--- config.mk ---
export PLATFORM = sky130hd
export DESIGN_NAME = jlsemi_util_reset_release_seq
export DESIGN_NICKNAME = d
export VERILOG_FILES = /design/src/rtl/jlsemi_util_reset_release_seq.sv
export SDC_FILE = /design/constraint.sdc
export NUM_CORES = 1
export LEC_CHECK = 0
export CAP_MARGIN = 25
export CORE_MARGIN = 3
export CORE_UTILIZATION = 35
export DETAILED_ROUTE_END_ITERATION = 12
export SYNTH_ARGS = -nofsm -noshare
export SYNTH_HDL_FRONTEND = slang
export SYNTH_SLANG_ARGS = --single-unit
--- constraint.sdc ---
create_clock -name clk_i -period 4.36 [get_ports clk_i]
set_clock_uncertainty 0.1 [all_clocks]
set_input_delay 0.436 -clock clk_i [delete_from_list [all_inputs] [get_ports clk_i]]
set_output_delay 0.436 -clock clk_i [all_outputs]
set_load 0.02 [all_outputs]
--- src/rtl/jlsemi_util_reset_release_seq.sv ---
// Staged reset-release sequencer: holds N_OUT active-low resets low for ASSERT_CYC
// cycles, then releases them one by one (bit 0 first) every GAP_CYC cycles.
module jlsemi_util_reset_release_seq #(
   parameter int N_OUT      = 4,
   parameter int ASSERT_CYC = 16,
   parameter int GAP_CYC    = 8,
   parameter int CNT_W      = 8
) (
   input  logic             clk_i,
   input  logic             rst_n_i,
   input  logic             sw_rst_req_i,
   input  logic             dft_rstnsync_scan_rstn_ctrl,
   input  logic             dft_rstnsync_scan_rstn,
   output logic [N_OUT-1:0] rst_n_o,
   output logic             rst_busy_o,
   output logic             rst_done_o
);

   localparam int IDX_W = (N_OUT > 1) ? $clog2(N_OUT) : 1;

   typedef enum logic [1:0] {
      ST_ASSERT  = 2'd0,
      ST_RELEASE = 2'd1,
      ST_DONE    = 2'd2
   } state_e;

   state_e           state_q, state_d;
   logic [CNT_W-1:0] cnt_q, cnt_d;
   logic [IDX_W-1:0] idx_q, idx_d;
   logic [N_OUT-1:0] rst_n_q, rst_n_d;
   logic             req_q;
   logic             req_edge;
   logic             rst_n_pre;

   // In scan mode the flops take their reset from the scan reset pin.
   assign rst_n_pre = dft_rstnsync_scan_rstn_ctrl ? dft_rstnsync_scan_rstn : rst_n_i;
   assign req_edge  = sw_rst_req_i & ~req_q;

   always_ff @(posedge clk_i or negedge rst_n_pre) begin
      if (!rst_n_pre) begin
         state_q <= ST_ASSERT;
         cnt_q   <= '0;
         idx_q   <= '0;
         rst_n_q <= '0;
         req_q   <= 1'b1;
      end else begin
         state_q <= state_d;
         cnt_q   <= cnt_d;
         idx_q   <= idx_d;
         rst_n_q <= rst_n_d;
         req_q   <= sw_rst_req_i;
      end
   end

   always_comb begin
      state_d = state_q;
      cnt_d   = cnt_q;
      idx_d   = idx_q;
      rst_n_d = rst_n_q;
      if (req_edge) begin
         // A request edge wins over any release due at the same edge.
         state_d = ST_ASSERT;
         cnt_d   = '0;
         idx_d   = '0;
         rst_n_d = '0;
      end else begin
         case (state_q)
            ST_ASSERT: begin
               if (cnt_q == CNT_W'(ASSERT_CYC - 1)) begin
                  rst_n_d[0] = 1'b1;
                  cnt_d      = '0;
                  idx_d      = IDX_W'(1);
                  state_d    = (N_OUT == 1) ? ST_DONE : ST_RELEASE;
               end else begin
                  cnt_d = cnt_q + CNT_W'(1);
               end
            end
            ST_RELEASE: begin
               if (cnt_q == CNT_W'(GAP_CYC - 1)) begin
                  for (int unsigned i = 0; i < N_OUT; i++) begin
                     if (idx_q == IDX_W'(i)) rst_n_d[i] = 1'b1;
                  end
                  cnt_d = '0;
                  if (idx_q == IDX_W'(N_OUT - 1)) begin
                     state_d = ST_DONE;
                  end else begin
                     idx_d = idx_q + IDX_W'(1);
                  end
               end else begin
                  cnt_d = cnt_q + CNT_W'(1);
               end
            end
            ST_DONE: begin
               state_d = ST_DONE;
            end
            default: begin
               state_d = ST_ASSERT;
               cnt_d   = '0;
               idx_d   = '0;
               rst_n_d = '0;
            end
         endcase
      end
   end

   always_comb begin
      rst_done_o = (state_q == ST_DONE);
      rst_busy_o = (state_q != ST_DONE);
      rst_n_o    = dft_rstnsync_scan_rstn_ctrl ? {N_OUT{dft_rstnsync_scan_rstn}} : rst_n_q;
   end

endmodule

==> impl_metrics.csv <==
group,metric,value,unit
run_status,status,"completed",
synthesis,synth_fa_ha_area_frac,0.08840,
clocking,clock_tree.buffer_depth,2,
sta,drv_slew,0,
worst_setup_path,slowest_stage,"clkdlybuf4s50_1",
floorplanning,die_area,0.003954,sq mm
sta,post-route-period-util,0.6115,
clocking,clk_pin_slew,0.10,ns
global_route,grt_pass1_vias,913,
worst_setup_path,cpPeakStageDelay,0.59,ns
sta,period_needed,2.666,ns
worst_setup_path,criticalPathCategory,"reg2out",
worst_setup_path,cp_data_required_time,3.82,ns
floorplanning,dieHeight,62.88,um
synthesis,synth_seq_cells,17,
placement,io_buffers,10,
clocking,htree_levels,1,
pwr,p_total,0.4234,mW
drt,routed_wirelength,2321,um
sta,hold_violations,0,
synthesis,yosys.area_share.xor_xnor,0.04641,
final_layout,drive_above_1_share,0.08209,
worst_setup_path,endpoint_kind,"output pin",
synthesis,synth_area,0.001132,sq mm
worst_setup_path,path_cells,"inv_1, ha_1, inv_1, clkdlybuf4s50_1",
synthesis,ys_warn_count,0,
clocking,holdBufCountCts,0,
synthesis,synth_top_area_share,0.3536,
floorplanning,core_area,0.003078,sq mm
synthesis,syn_inst,123,
placement,dp_hpwl,1743,um
sta,timing.hold.ws,0.4179,ns
final_layout,fin_util,0.4211,
synthesis,yosys.area.top_type,"dfrtp_1",
floorplanning,floorplan.initialDensity,0.3679,
synthesis,synth-compound-area-share,0.2320,
job,drv_cap,0,
clocking,cts-root-buf,"clkbuf_4",
worst_setup_path,crit_arrival,2.13,ns
sta,rsz0062_at_grt,"no",
drt,ant_nets,0,
worst_setup_path,rr_worst_depth,6,
floorplanning,die_x,62.88,um
clocking,clkSinkCount,17,
pwr,p_per_area,326.6,mW/mm^2
final_layout,n_fill_cell,311,
synthesis,synthTopCellsByArea,"dfrtp_1 (35%), ha_1 (8.8%), o21ai_0 (4.9%)",
global_route,gr-usage-all-layers,0.1316,
clocking,cts_inserted_buffers,3,
drt,drc,0,
final_layout,area_growth,14.47,%
placement,dp_cells,174,
final_layout,nets,148,
worst_setup_path,crit_fanout,14,
sta,setup-tns-final,0,ns
hold_path,hold_path.class,"reg2reg",
global_route,antenna_found_initial,0,
clocking,cts_tree,"done",
sta,setup_violations,0,
sta,slew_headroom,0.6334,
sta,tightest_slew,0.5500,ns
drt,vias_per_cell,5.157,
clocking,cts_resized,0,
worst_setup_path,critPathLaunchType,"register",
pwr,p_leak,0.5675,nW
floorplanning,rows,20,
synthesis,synth_nets,136,
worst_setup_path,cpMostUsedCell,"inv_1",
synthesis,synth_top_family_by_area,"compound AO/OA/AOI/OAI gates",
synthesis,yosys.area_share.simple,0.1912,
hold_path,hold_path_depth,1,
drt,drt_iter0_drc,34,
pwr,ir_drop,0.1787,mV
synthesis,yosysSeqAreaShare,0.3768,
worst_setup_path,crit_family,"buffers and inverters",
global_route,gr-total-overflow,0,
global_route,grt_pass1_wl,4312,um
sta,clock.fmax,0.3751,GHz
synthesis,avgSynthCellArea,9.206,sq um
synthesis,synthMuxAreaShare,0,
drt,drt_pass1_iterations,4,
synthesis,synth.distinct_cells,39,
floorplanning,ios,11,
drt,vias,918,
final_layout,final_cells,178,
global_route,grt_max_degree,18,
worst_setup_path,crit_cells,4,
drt,wl_per_cell,13.04,um
final_layout,num_antenna_cells,0,
clocking,clk_latency,0.29,ns
placement,gp_congestion,0.7713,
worst_setup_path,crit_buf_inv,3,
clocking,postCtsSetupBuffers,0,
## worst reg2reg max path, cell delays in order (launching register included)
cell	delay [ns]
dfrtp_1	0.40
inv_1	0.07
ha_1	0.39
or2_2	0.41
a211o_1	0.31
a21oi_2	0.17
o311a_1	0.18
## report_power, final
part	internal [mW]	total, mW	switching [mW]	leakage (nW)
clock network	0.0356	0.0854	0.0498	0.0150
logic	0.0566	0.124	0.0675	0.325
registers	0.179	0.214	0.0348	0.227
## placed cells by master (no fill, tap or decap), types with 2 or more instances in the layout
cell             synthesis  routed
a211oi_1                 2       2
a21oi_1                  3       3
a22o_1                   3       3
a31oi_1                  2       2
and3_1                   2       2
clkbuf_4                 0       3
clkdlybuf4s50_1          0      10
dfrtp_1                 16      16
ha_1                     8       8
inv_1                   13      13
nand2_1                  9       9
nand2b_1                 3       3
nand3_1                  4       4
nand4_1                  3       3
nor2_1                   9       9
nor3_1                   4       4
o2111ai_1                2       2
o21a_1                   2       2
o21ai_0                 11      10
xnor2_1                  4       4
xor2_1                   2       2
## final timing paths
check                                            start    endpoint  slack, ns
max                                         state_q[0]  rst_busy_o       1.69
min                                         rst_n_q[1]  rst_n_q[1]       0.42
max reg2reg                                 state_q[0]    idx_q[0]       2.27
min reg2reg                                 rst_n_q[1]  rst_n_q[1]       0.42
max in group asynchronous  dft_rstnsync_scan_rstn_ctrl       req_q       3.20
min in group asynchronous                      rst_n_i  rst_n_q[2]       0.51
## kinds of logic (layout without fill, tap and decap cells)
kind of cell             after synthesis  after routing
XOR/XNOR                               6              6
flip-flops                            17             17
AND/OR/NAND/NOR                       39             39
buffers and inverters                 17             28
AO/OA/AOI/OAI                         36             36
adder cells (fa/ha/maj)                8              8
## cell type report
cell class / count / area [sq um] / share of cell area
clock buffer: 4 / 26.28 / 0.02027
timing repair buffer: 11 / 107.6 / 0.08301
multi-input combinational: 89 / 631.9 / 0.4875
sequential: 17 / 426.7 / 0.3292
inverter: 13 / 48.80 / 0.03764
tap: 44 / 55.05 / 0.04247
## Yosys cell counts, drive strengths merged
library cell and number:
o22ai 1, o2111ai 2, o221ai 1, or3 1
a31oi 2, a221oi 1, a21boi 2, inv 13
xnor2 4, a2111o 1, and4bb 1, o311a 1
xor2 2, nand3 4, nor2 9, nand2 9
o21ai 11, a22o 3, a41o 1, nand4b 1
nand4 3, a21oi 4, nor2b 1, nand2b 3
dfrtp 16, o21a 2, or2 1, nor3 4
a211oi 2, a211o 1, and3 2, o32ai 1
ha 8, buf 4, dfstp 1
## layer usage
metal	track usage	up-vias	share of wire
met5	0	-	0
li1	-	466	-
met1	0.1888	443	0.53
met3	0.03417	2	0.020
met4	0.02479	0	0.0065
met2	0.1989	7	0.44
## state kept, by name, indices dropped and copies added (netlist names)
name / cells
cnt_q: 8
state_q: 2
req_q: 1
rst_n_q: 4
idx_q: 2
## per-stage QoR
stage                     instance area, sq um  worst slack [ns]
after floorplan                           1132             2.237
after global routing                      1296             1.563
after detailed placement                  1270             1.980
final                                     1296             1.694
after CTS                                 1296             1.707
after global placement                    1270             2.031
No activity file was read; power rests on OpenSTA's default activity.
